File: src/rtl/tone_synth_if.sv
// Note/sample bus between the note decoder, the tone synthesiser and the playback path.
interface tone_synth_if #(
    parameter int BIT_WIDTH = 16
);
    logic [BIT_WIDTH:0]   frequency;
    logic                 note_dec;
    logic                 note_off;
    logic [BIT_WIDTH-1:0] sample;
    logic                 sample_valid;
    logic                 div_busy;
    logic                 active;

    modport master (
        output frequency, note_dec, note_off,
        input  sample, sample_valid, div_busy, active
    );

    modport slave (
        input  frequency, note_dec, note_off,
        output sample, sample_valid, div_busy, active
    );
endinterface

File: src/rtl/tone_synth.sv
// Triangle-wave tone synthesiser: frequency -> phase increment via a restoring divider,
// phase accumulator, and an attack/sustain/release amplitude envelope.
module tone_synth #(
    parameter int BIT_WIDTH = 16,
    parameter int FS        = 48000,
    parameter int CLK_DIV   = 1000,
    parameter int PHASE_W   = 24,
    parameter int ENV_W     = 8,
    parameter int ENV_STEP  = 1
) (
    input  logic         clk,
    input  logic         reset,
    tone_synth_if.slave  bus
);
    localparam int DIV_CYCLES = BIT_WIDTH + 1 + PHASE_W;
    localparam int CNT_W      = $clog2(DIV_CYCLES);
    localparam int TICK_W     = (CLK_DIV > 1) ? $clog2(CLK_DIV) : 1;
    localparam int REM_W      = $clog2(FS) + 1;
    localparam int FULL       = 1 << ENV_W;
    localparam int PROD_W     = BIT_WIDTH + ENV_W + 2;

    typedef enum logic [1:0] {IDLE, ATTACK, SUSTAIN, RELEASE} state_t;
    typedef logic [ENV_W:0]              env_t;
    typedef logic [ENV_W+1:0]            env_ext_t;
    typedef logic [REM_W-1:0]            rem_t;
    typedef logic [REM_W:0]              trial_t;
    typedef logic signed [PROD_W-1:0]    prod_t;
    typedef logic [BIT_WIDTH:0]          freq_t;
    typedef logic [BIT_WIDTH-1:0]        sample_t;
    typedef logic [TICK_W-1:0]           tick_t;
    typedef logic [CNT_W-1:0]            cnt_t;

    state_t                 state_q, state_d;
    env_t                   env_q, env_d;
    logic [PHASE_W-1:0]     phase_q, phase_d;
    logic [PHASE_W-1:0]     phase_inc_q, phase_inc_d;
    logic [DIV_CYCLES-1:0]  dvd_q, dvd_d;
    rem_t                   rem_q, rem_d;
    cnt_t                   div_cnt_q, div_cnt_d;
    logic                   div_busy_q, div_busy_d;
    tick_t                  tick_cnt_q, tick_cnt_d;
    sample_t                sample_q, sample_d;
    logic                   sample_valid_q, sample_valid_d;
    logic                   active_q, active_d;

    logic                   tick, freq_ok, off, start, div_done, q_bit;
    trial_t                 trial;
    logic [BIT_WIDTH-1:0]   u;
    logic [BIT_WIDTH-2:0]   f;
    logic signed [BIT_WIDTH-1:0] tri_val;
    prod_t                  prod;
    env_ext_t               env_up;

    always_comb begin
        tick       = (tick_cnt_q == tick_t'(CLK_DIV - 1));
        tick_cnt_d = tick ? '0 : tick_cnt_q + tick_t'(1);

        // An out-of-range note is a release request; note_off beats a simultaneous note_dec.
        freq_ok = (bus.frequency != '0) && (bus.frequency < freq_t'(FS / 2));
        off     = bus.note_off || (bus.note_dec && !freq_ok);
        start   = bus.note_dec && !off;

        // Dividend register doubles as the quotient: bits shift out the top, quotient bits in.
        trial      = {rem_q, dvd_q[DIV_CYCLES-1]};
        q_bit      = (trial >= trial_t'(FS));
        rem_d      = rem_q;
        dvd_d      = dvd_q;
        div_cnt_d  = div_cnt_q;
        div_busy_d = div_busy_q;
        div_done   = 1'b0;
        if (off) begin
            div_busy_d = 1'b0;
        end else if (start) begin
            dvd_d      = {bus.frequency, {PHASE_W{1'b0}}};
            rem_d      = '0;
            div_cnt_d  = '0;
            div_busy_d = 1'b1;
        end else if (div_busy_q) begin
            rem_d     = q_bit ? rem_t'(trial - trial_t'(FS)) : rem_t'(trial);
            dvd_d     = {dvd_q[DIV_CYCLES-2:0], q_bit};
            div_cnt_d = div_cnt_q + cnt_t'(1);
            if (div_cnt_q == cnt_t'(DIV_CYCLES - 1)) begin
                div_busy_d = 1'b0;
                div_done   = 1'b1;
            end
        end
        phase_inc_d = div_done ? dvd_d[PHASE_W-1:0] : phase_inc_q;

        u        = phase_q[PHASE_W-1 -: BIT_WIDTH];
        f        = u[BIT_WIDTH-1] ? ~u[BIT_WIDTH-2:0] : u[BIT_WIDTH-2:0];
        tri_val  = {f, 1'b0} - {1'b1, {(BIT_WIDTH-1){1'b0}}};
        prod     = prod_t'(tri_val) * prod_t'($signed({1'b0, env_q}));
        sample_d = tick ? sample_t'(prod >>> ENV_W) : sample_q;
        sample_valid_d = tick;

        env_up  = env_ext_t'(env_q) + env_ext_t'(ENV_STEP);
        state_d = state_q;
        env_d   = env_q;
        phase_d = phase_q;
        if (tick) begin
            if (state_q != IDLE) phase_d = phase_q + phase_inc_q;
            case (state_q)
                ATTACK: begin
                    if (env_up >= env_ext_t'(FULL)) begin
                        env_d   = env_t'(FULL);
                        state_d = SUSTAIN;
                    end else begin
                        env_d = env_t'(env_up);
                    end
                end
                RELEASE: begin
                    if (env_ext_t'(env_q) <= env_ext_t'(ENV_STEP)) begin
                        env_d   = '0;
                        state_d = IDLE;
                        phase_d = '0;
                    end else begin
                        env_d = env_t'(env_ext_t'(env_q) - env_ext_t'(ENV_STEP));
                    end
                end
                default: ;
            endcase
        end
        // Strobe-driven transitions are judged on the state held before this edge.
        if (off && (state_q == ATTACK || state_q == SUSTAIN)) begin
            state_d = RELEASE;
        end else if (div_done && (state_q == IDLE || state_q == RELEASE)) begin
            state_d = ATTACK;
        end
        active_d = (state_d != IDLE);
    end

    always_ff @(posedge clk or posedge reset) begin
        if (reset) begin
            state_q        <= IDLE;
            env_q          <= '0;
            phase_q        <= '0;
            phase_inc_q    <= '0;
            dvd_q          <= '0;
            rem_q          <= '0;
            div_cnt_q      <= '0;
            div_busy_q     <= 1'b0;
            tick_cnt_q     <= '0;
            sample_q       <= '0;
            sample_valid_q <= 1'b0;
            active_q       <= 1'b0;
        end else begin
            state_q        <= state_d;
            env_q          <= env_d;
            phase_q        <= phase_d;
            phase_inc_q    <= phase_inc_d;
            dvd_q          <= dvd_d;
            rem_q          <= rem_d;
            div_cnt_q      <= div_cnt_d;
            div_busy_q     <= div_busy_d;
            tick_cnt_q     <= tick_cnt_d;
            sample_q       <= sample_d;
            sample_valid_q <= sample_valid_d;
            active_q       <= active_d;
        end
    end

    assign bus.sample       = sample_q;
    assign bus.sample_valid = sample_valid_q;
    assign bus.div_busy     = div_busy_q;
    assign bus.active       = active_q;
endmodule

File: src/flat_wrapper.sv
// flat-port wrapper written by rule: the top's interface ports become plain ports
module tone_synth_flat 
#(
    parameter int BIT_WIDTH = 16,
    parameter int FS        = 48000,
    parameter int CLK_DIV   = 1000,
    parameter int PHASE_W   = 24,
    parameter int ENV_W     = 8,
    parameter int ENV_STEP  = 1
)
  (clk, reset, bus_frequency, bus_note_dec, bus_note_off, bus_sample, bus_sample_valid, bus_div_busy, bus_active);
  tone_synth_if #(.BIT_WIDTH(BIT_WIDTH)) bus_i ();
  input  logic clk;
  input  logic reset;
  input wire logic [$bits(bus_i.frequency)-1:0] bus_frequency;
  input wire logic [$bits(bus_i.note_dec)-1:0] bus_note_dec;
  input wire logic [$bits(bus_i.note_off)-1:0] bus_note_off;
  output wire logic [$bits(bus_i.sample)-1:0] bus_sample;
  output wire logic [$bits(bus_i.sample_valid)-1:0] bus_sample_valid;
  output wire logic [$bits(bus_i.div_busy)-1:0] bus_div_busy;
  output wire logic [$bits(bus_i.active)-1:0] bus_active;
  assign bus_i.frequency = bus_frequency;
  assign bus_i.note_dec = bus_note_dec;
  assign bus_i.note_off = bus_note_off;
  assign bus_sample = bus_i.sample;
  assign bus_sample_valid = bus_i.sample_valid;
  assign bus_div_busy = bus_i.div_busy;
  assign bus_active = bus_i.active;
  tone_synth #(.BIT_WIDTH(BIT_WIDTH), .FS(FS), .CLK_DIV(CLK_DIV), .PHASE_W(PHASE_W), .ENV_W(ENV_W), .ENV_STEP(ENV_STEP)) u_core (.clk(clk), .reset(reset), .bus(bus_i));
endmodule
File: config.mk
export PLATFORM = sky130hd
export DESIGN_NAME = tone_synth_flat
export DESIGN_NICKNAME = d
export VERILOG_FILES = /design/src/rtl/tone_synth_if.sv /design/src/rtl/tone_synth.sv /design/src/flat_wrapper.sv
export SDC_FILE = /design/constraint.sdc
export NUM_CORES = 1
export LEC_CHECK = 0
export CAP_MARGIN = 20
export CORE_ASPECT_RATIO = 2
export CORE_MARGIN = 5
export CORE_UTILIZATION = 68
export CTS_BUF_LIST = sky130_fd_sc_hd__clkbuf_16
export DETAILED_ROUTE_END_ITERATION = 10
export HOLD_SLACK_MARGIN = 0.06
export MAX_ROUTING_LAYER = met4
export PLACE_DENSITY = 0.89
export SLEW_MARGIN = 5
export SYNTH_ARGS = -nofsm -noshare
export SYNTH_HDL_FRONTEND = slang
export SYNTH_SLANG_ARGS = --single-unit
File: constraint.sdc
create_clock -name clk -period 15.1 [get_ports clk]
set_clock_uncertainty 0.2 [all_clocks]
set_input_delay 1.51 -clock clk [delete_from_list [all_inputs] [get_ports clk]]
set_output_delay 1.51 -clock clk [all_outputs]
set_load 0.02 [all_outputs]
==> results of run 1 <==
[state kept, by name, summed over array words and instances (netlist names)]
signal	cells
u_core.dvd_q	41
u_core.phase_inc_q	24
u_core.phase_q	24
u_core.rem_q	17
u_core.bus.sample	16
u_core.tick_cnt_q	10
u_core.env_q	9
u_core.div_cnt_q	6
u_core.state_q	2
u_core.bus.active	1
u_core.bus.div_busy	1
u_core.bus.sample_valid	1
[synth_stat cells, types with 5 or more instances]
cell type | instances | area, um^2
a211o_1 | 5 | 43.8
a211oi_1 | 19 | 143
a21o_1 | 17 | 128
a21oi_1 | 35 | 175
a221oi_1 | 6 | 52.6
a22o_1 | 56 | 490
and2_1 | 65 | 407
and3_1 | 7 | 43.8
clkbuf_1 | 51 | 191
dfrtp_1 | 152 | 3800
fa_1 | 108 | 2160
ha_1 | 81 | 1010
inv_1 | 156 | 586
nand2_1 | 159 | 597
nand2b_1 | 7 | 43.8
nand3_1 | 20 | 100
nand4_1 | 5 | 31.3
nor2_1 | 115 | 432
nor3_1 | 10 | 50.1
nor4_1 | 5 | 31.3
o211ai_1 | 5 | 37.5
o21a_1 | 6 | 45.0
o21ai_0 | 43 | 215
o21bai_1 | 9 | 67.6
o22ai_1 | 19 | 119
o31ai_1 | 11 | 82.6
xnor2_1 | 45 | 394
xor2_1 | 32 | 280
[critical path, cell delays in order, from the launching register on]
cell,delay (ps)
dfrtp_1,860
xor2_1,600
nand2_1,170
fa_1,560
inv_1,50
fa_1,500
inv_1,60
fa_1,530
inv_1,60
fa_1,530
inv_1,50
fa_1,530
inv_1,40
ha_1,210
or3_1,410
nor3b_1,220
nand3_1,140
a41oi_2,430
o211ai_1,250
o31ai_1,300
xnor2_1,150
o21ai_1,70
[logic make-up (layout without fill, tap and decap cells)]
group | after synthesis | count (layout) | synth area share, %
compound gates | 256 | 256 | 15.3
xor+xnor | 77 | 77 | 5.52
fa+ha+maj | 189 | 189 | 26.0
buf+inv | 212 | 239 | 6.54
flops | 152 | 152 | 31.1
mux | 2 | 2 | 0.164
simple gates | 414 | 414 | 15.4
[final cells by class]
type | count | area (um^2)
Timing Repair Buffer | 50 | 473
Clock inverter | 15 | 175
Sequential cell | 152 | 3800
Fill cell | 1187 | 4330
Inverter | 157 | 594
Clock buffer | 17 | 425
Tap cell | 213 | 267
Multi-Input combinational cell | 938 | 7630
[stage by stage]
| stage | hold slack, ps | instances | setup slack [ps] | utilization (%) | total power, mW |
|---|---|---|---|---|---|
| 3_5_place_dp | 269 | 1510 | 8130 | 72.1 | 0.500 |
| 3_3_place_gp | 263 | 1509 | 8340 | 72.1 | 0.498 |
| 2_1_floorplan | 248 | 1302 | 8660 | - | 0.481 |
| 4_1_cts | 284 | 1542 | 8090 | 75.5 | 0.940 |
| 6_report | 277 | 1542 | 8060 | 75.5 | 0.937 |
| 5_1_grt | 301 | 1542 | 7660 | 75.5 | 0.967 |
[cells in the final DEF, fill, tap and decap left out, types with 4 or more instances in the layout]
cell type        count
a211o_1              5
a211oi_1            19
a21o_1              17
a21oi_1             35
a221oi_1             6
a22o_1              56
and2_1              65
and3_1               7
buf_4               11
clkbuf_16           17
clkdlybuf4s50_1     39
clkinv_1             4
dfrtp_1            152
fa_1               108
ha_1                81
inv_1              155
nand2_1            159
nand2b_1             7
nand3_1             20
nand4_1              5
nor2_1             114
nor3_1               9
nor4_1               5
o211ai_1             5
o21a_1               6
o21ai_0             43
o21bai_1             9
o22ai_1             19
o31ai_1             11
xnor2_1             45
xor2_1              32
[report_power, final]
part	internal, mW	switching (mW)	total, mW
Sequential	0.422	0.0139	0.435
Clock	0.260	0.184	0.444
Combinational	0.0246	0.0330	0.0577
Total	0.707	0.231	0.937
[path summary, 6_finish.rpt]
check / slack (ps) / endpoint / cells after the start / start
max in group asynchronous: 11910 / u_core.rem_q[2]$_DFFE_PP0P_ / 3 / reset
max reg2reg: 8060 / u_core.bus.sample[15]$_DFFE_PP0P_ / 21 / u_core.phase_q[23]$_DFFE_PP0P_
min: 280 / u_core.bus.sample[6]$_DFFE_PP0P_ / 2 / u_core.bus.sample[6]$_DFFE_PP0P_
min in group asynchronous: 1380 / u_core.bus.sample[14]$_DFFE_PP0P_ / 2 / reset
min reg2reg: 280 / u_core.bus.sample[6]$_DFFE_PP0P_ / 2 / u_core.bus.sample[6]$_DFFE_PP0P_
max: 8060 / u_core.bus.sample[15]$_DFFE_PP0P_ / 21 / u_core.phase_q[23]$_DFFE_PP0P_
[layer usage]
layer	GRT usage (%)	vias to the layer above	wire [um]
li1	-	4358	-
met1	27.8	4733	9780
met2	54.6	315	15900
met3	3.91	139	1040
met4	19.3	0	1820
met5	-	-	0
==> reports/metrics.csv, run 1 <==
metric,value,unit
crit path max fanout,18,
initial DRC count,415,
layout cells sized above 1,3.91,%
n_diodes,0,
Detail Placement HPWL,21200,um
vias in the first global route,10700,
Tot GR Track Use,29.4,%
worst path arrival time,7150,ps
number of flops mapped to enable cells by yosys,0,
ys flop type,dfrtp_1,
leakage power,6.85,nW
Slew HR,36.7,%
post-route clock period utilization,46.6,%
Initial Util,69.1,%
nets@finish,1526,
clk root buf,clkbuf_16,
endpoints failing setup,0,
post-layout minimum cycle time,7040,ps
"Clk Latency, worst-skew pair",430,ps
total core area,17700,um^2
RSZ-0062 raised after global routing,no,
Remaining DRCs,0,
Max Clk Rate,0.142,GHz
Inserted Clock Buffers,17,
RePlAce Congestion,1.02,
gr ovfl total,0,
Max-Cap Viols,0,
initial antenna violation count,0,
post-synthesis async set-or-reset flop share,100,%
Setup TNS Final,0,ps
Port Buffers,39,
status,finished clean,
pwr/cell area,70.1,nW/um^2
crit end category,register,
H-tree depth,4,
first-pass GRT wire length,48300,um
Pins Over Slew Limit,0,
CTS tree,built,
DRT Pass-1 Iters,7,
CTS max path bufs,2,
syn_area_per_cell,9.39,um^2
Final ANT Viol Nets,0,
DR vias/cell,6.19,
Layout Area Growth over Synthesis,9.35,%
kind of critical path,register to register,
Worst Max-Slew Pin Slew,949,ps
Resized cells post-CTS,0,
Die W,105,um
largest net degree at the start of global routing,80,
#FFs+latches synth,152,
fin area,13400,um^2
clk sink count,152,
Placed Area,12800,um^2
Mapped Area,12200,um^2
Worst Path Required,15210,ps
sequential share of the synthesized area,31.1,%
Syn Nets,1512,
"CTS clk-pin slew, worst paths",70,ps
Ports,40,
WL/cell,18.5,um
Yosys warnings,0,
"Hold Vio Cnt, Final",0,
crit path launch type,register,
Rows,69,
setup bufs post-CTS,0,
count of cell types in the netlist,61,
via count,9545,
final WL,28500,um
die area,20900,um^2
Chip Height,200,um
Hold Path Class,register to register,
worst vdd ir,0.0000850,V
cells after synthesis,1302,
Post-CTS Hold Fix Bufs,0,
(Power assumes the default switching activity.)
==> inputs of run 2 (changes only) <==
- CORE_UTILIZATION: 68 -> 63
- PLACE_DENSITY: 0.89 -> 0.84
- clock period: 15.1 -> 7 ns (I/O delays scaled with it)
==> reports/metrics.csv, run 2 (synthesized netlist as in run 1, its figures left out) <==
metric,value,unit
post-route clock period utilization,92.5,%
final WL,27500,um
Register Area,3800,um^2
clk sink count,152,
most flop-heavy register,u_core.dvd_q,
Max-Cap Viols,0,
pwr/cell area,153,nW/um^2
Tot GR Track Use,27.0,%
area taken by multi-input logic gates,7630,um^2
Worst Path Required,7120,ps
crit path max fanout,18,
nets@finish,1542,
Rows,72,
initial antenna violation count,0,
max reg flops,41,
"commonest non-fill, non-tap cells in the layout","nand2_1, inv_1, dfrtp_1",
power after layout,2.09,mW
slowest CP cell,dfrtp_2,
Final ANT Viol Nets,0,
Die W,108,um
DRT Pass-1 Iters,4,
clk root buf,clkbuf_16,
status,finished clean,
die area,22500,um^2
RSZ-0062 raised after global routing,no,
Hold Path Class,register to register,
"Clk Latency, worst-skew pair",440,ps
RePlAce Congestion,0.917,
vias in the first global route,10100,
crit-path cells,xor2_1 > and2_1 > fa_1 > fa_1 > inv_1 > fa_1 > inv_1 > fa_1 > inv_1 > fa_1 > inv_1 > ha_1 > or3_1 > nor3b_1 > nand3_1 > a41oi_2 > o211ai_1 > o31ai_1 > xnor2_1 > o21ai_1,
Max Clk Rate,0.154,GHz
"CTS clk-pin slew, worst paths",70,ps
worst vdd ir,0.000159,V
crit path launch type,register,
gr ovfl total,0,
Slew HR,38.0,%
Placed Cells,1572,
Detail Placement HPWL,21100,um
Inserted Clock Buffers,17,
DR vias/cell,5.89,
Chip Height,207,um
leakage power,6.96,nW
worst path buffer plus inverter count,4,
CTS tree,built,
kind of critical path,register to register,
Layout Area Growth over Synthesis,11.2,%
critical path's most frequent cell,fa_1,
worst path arrival time,6590,ps
Pins Over Slew Limit,0,
Ports,40,
max incr delay on CP,660,ps
initial DRC count,425,
Fillers,1402,
"commonest non-fill, non-tap cell in the layout",nand2_1,
post-layout minimum cycle time,6480,ps
"Hold Vio Cnt, Final",0,
Remaining DRCs,0,
layout cells sized above 1,5.28,%
Worst Max-Slew Pin Slew,930,ps
endpoints failing setup,0,
WL/cell,17.2,um
top flop regs,"u_core.dvd_q x41, u_core.phase_inc_q x24, u_core.phase_q x24",
total core area,19200,um^2
Non-Filler Instances,1603,
first-pass GRT wire length,46800,um
via count,9439,
largest net degree at the start of global routing,79,
Port Buffers,39,
n_diodes,0,
H-tree depth,4,
CP top delay family,adder cells,
Initial Util,63.7,%
CTS max path bufs,2,
crit end category,register,
Setup TNS Final,0,ps
run 2: cell types whose count changed in the layout (fill, tap and decap cells not counted):
cell        previous run  this run
dfrtp_1              152       151
clkinv_1               4         1
inv_6                  3         5
inv_8                  1         0
bufinv_16              3         5
clkinv_2               1         2
clkinv_4               2         1
clkinvlp_4             3         2
buf_4                 11        27
dfrtp_2                0         1
run 2: what timing repair did:
item | 4_1_cts | 5_1_grt
gates resized for setup | 0 | 1
hold buffers | 0 | 0
setup buffers | 0 | 0
endpoints found under the setup margin | 0 | 3
run 2: metal layers:
layer | GRT usage, % | vias to the layer above | share of wire (%)
li1 | - | 4378 | -
met1 | 26.8 | 4676 | 34
met2 | 49.7 | 276 | 57
met3 | 3.95 | 109 | 3.7
met4 | 14.4 | 0 | 4.9
met5 | - | - | 0
run 2: worst reg2reg max path, stage by stage (launching register included):
cell and delay (ps):
dfrtp_2 660, xor2_1 310, and2_1 260, fa_1 390, fa_1 490, inv_1 50
fa_1 530, inv_1 50, fa_1 530, inv_1 50, fa_1 520, inv_1 40
ha_1 210, or3_1 400, nor3b_1 210, nand3_1 170, a41oi_2 450, o211ai_1 250
o31ai_1 350, xnor2_1 160, o21ai_1 70
run 2: final timing paths:
kind	start	cells past startpoint	slack, ps	to
setup reg to reg	u_core.phase_q[23]$_DFFE_PP0P_	20	520	u_core.bus.sample[15]$_DFFE_PP0P_
hold / removal	u_core.bus.sample[7]$_DFFE_PP0P_	2	280	u_core.bus.sample[7]$_DFFE_PP0P_
min in group asynchronous	reset	2	560	u_core.tick_cnt_q[8]$_DFF_PP0_
max in group asynchronous	reset	3	4600	u_core.dvd_q[1]$_DFF_PP0_
hold reg to reg	u_core.bus.sample[7]$_DFFE_PP0P_	2	280	u_core.bus.sample[7]$_DFFE_PP0P_
setup / recovery	u_core.phase_q[23]$_DFFE_PP0P_	20	520	u_core.bus.sample[15]$_DFFE_PP0P_
run 2: power breakdown:
part	internal (mW)	switching, mW	leakage, nW
sequential	0.909	0.0316	2.07
clock	0.634	0.386	0.311
combinational	0.0532	0.0715	4.58
total	1.60	0.489	6.96
run 2: cell type report:
cell class	count	share of cell area, %
Clock inverter	14	1.61
Timing Repair Buffer	66	4.36
Inverter	157	4.37
Tap cell	259	2.38
Clock buffer	17	3.13
Multi-Input combinational cell	938	56.1
Sequential cell	152	28.0
run 2: through the flow:
stage	hold WS [ps]	cell area, um^2	utilization (%)	setup slack [ps]
after detailed placement	270	12900	67.5	235
after CTS	285	13600	70.8	213
after global placement	263	12900	67.5	463
after global routing	310	13600	70.8	224
after floorplan	248	12200	-	564
final	281	13600	70.8	523
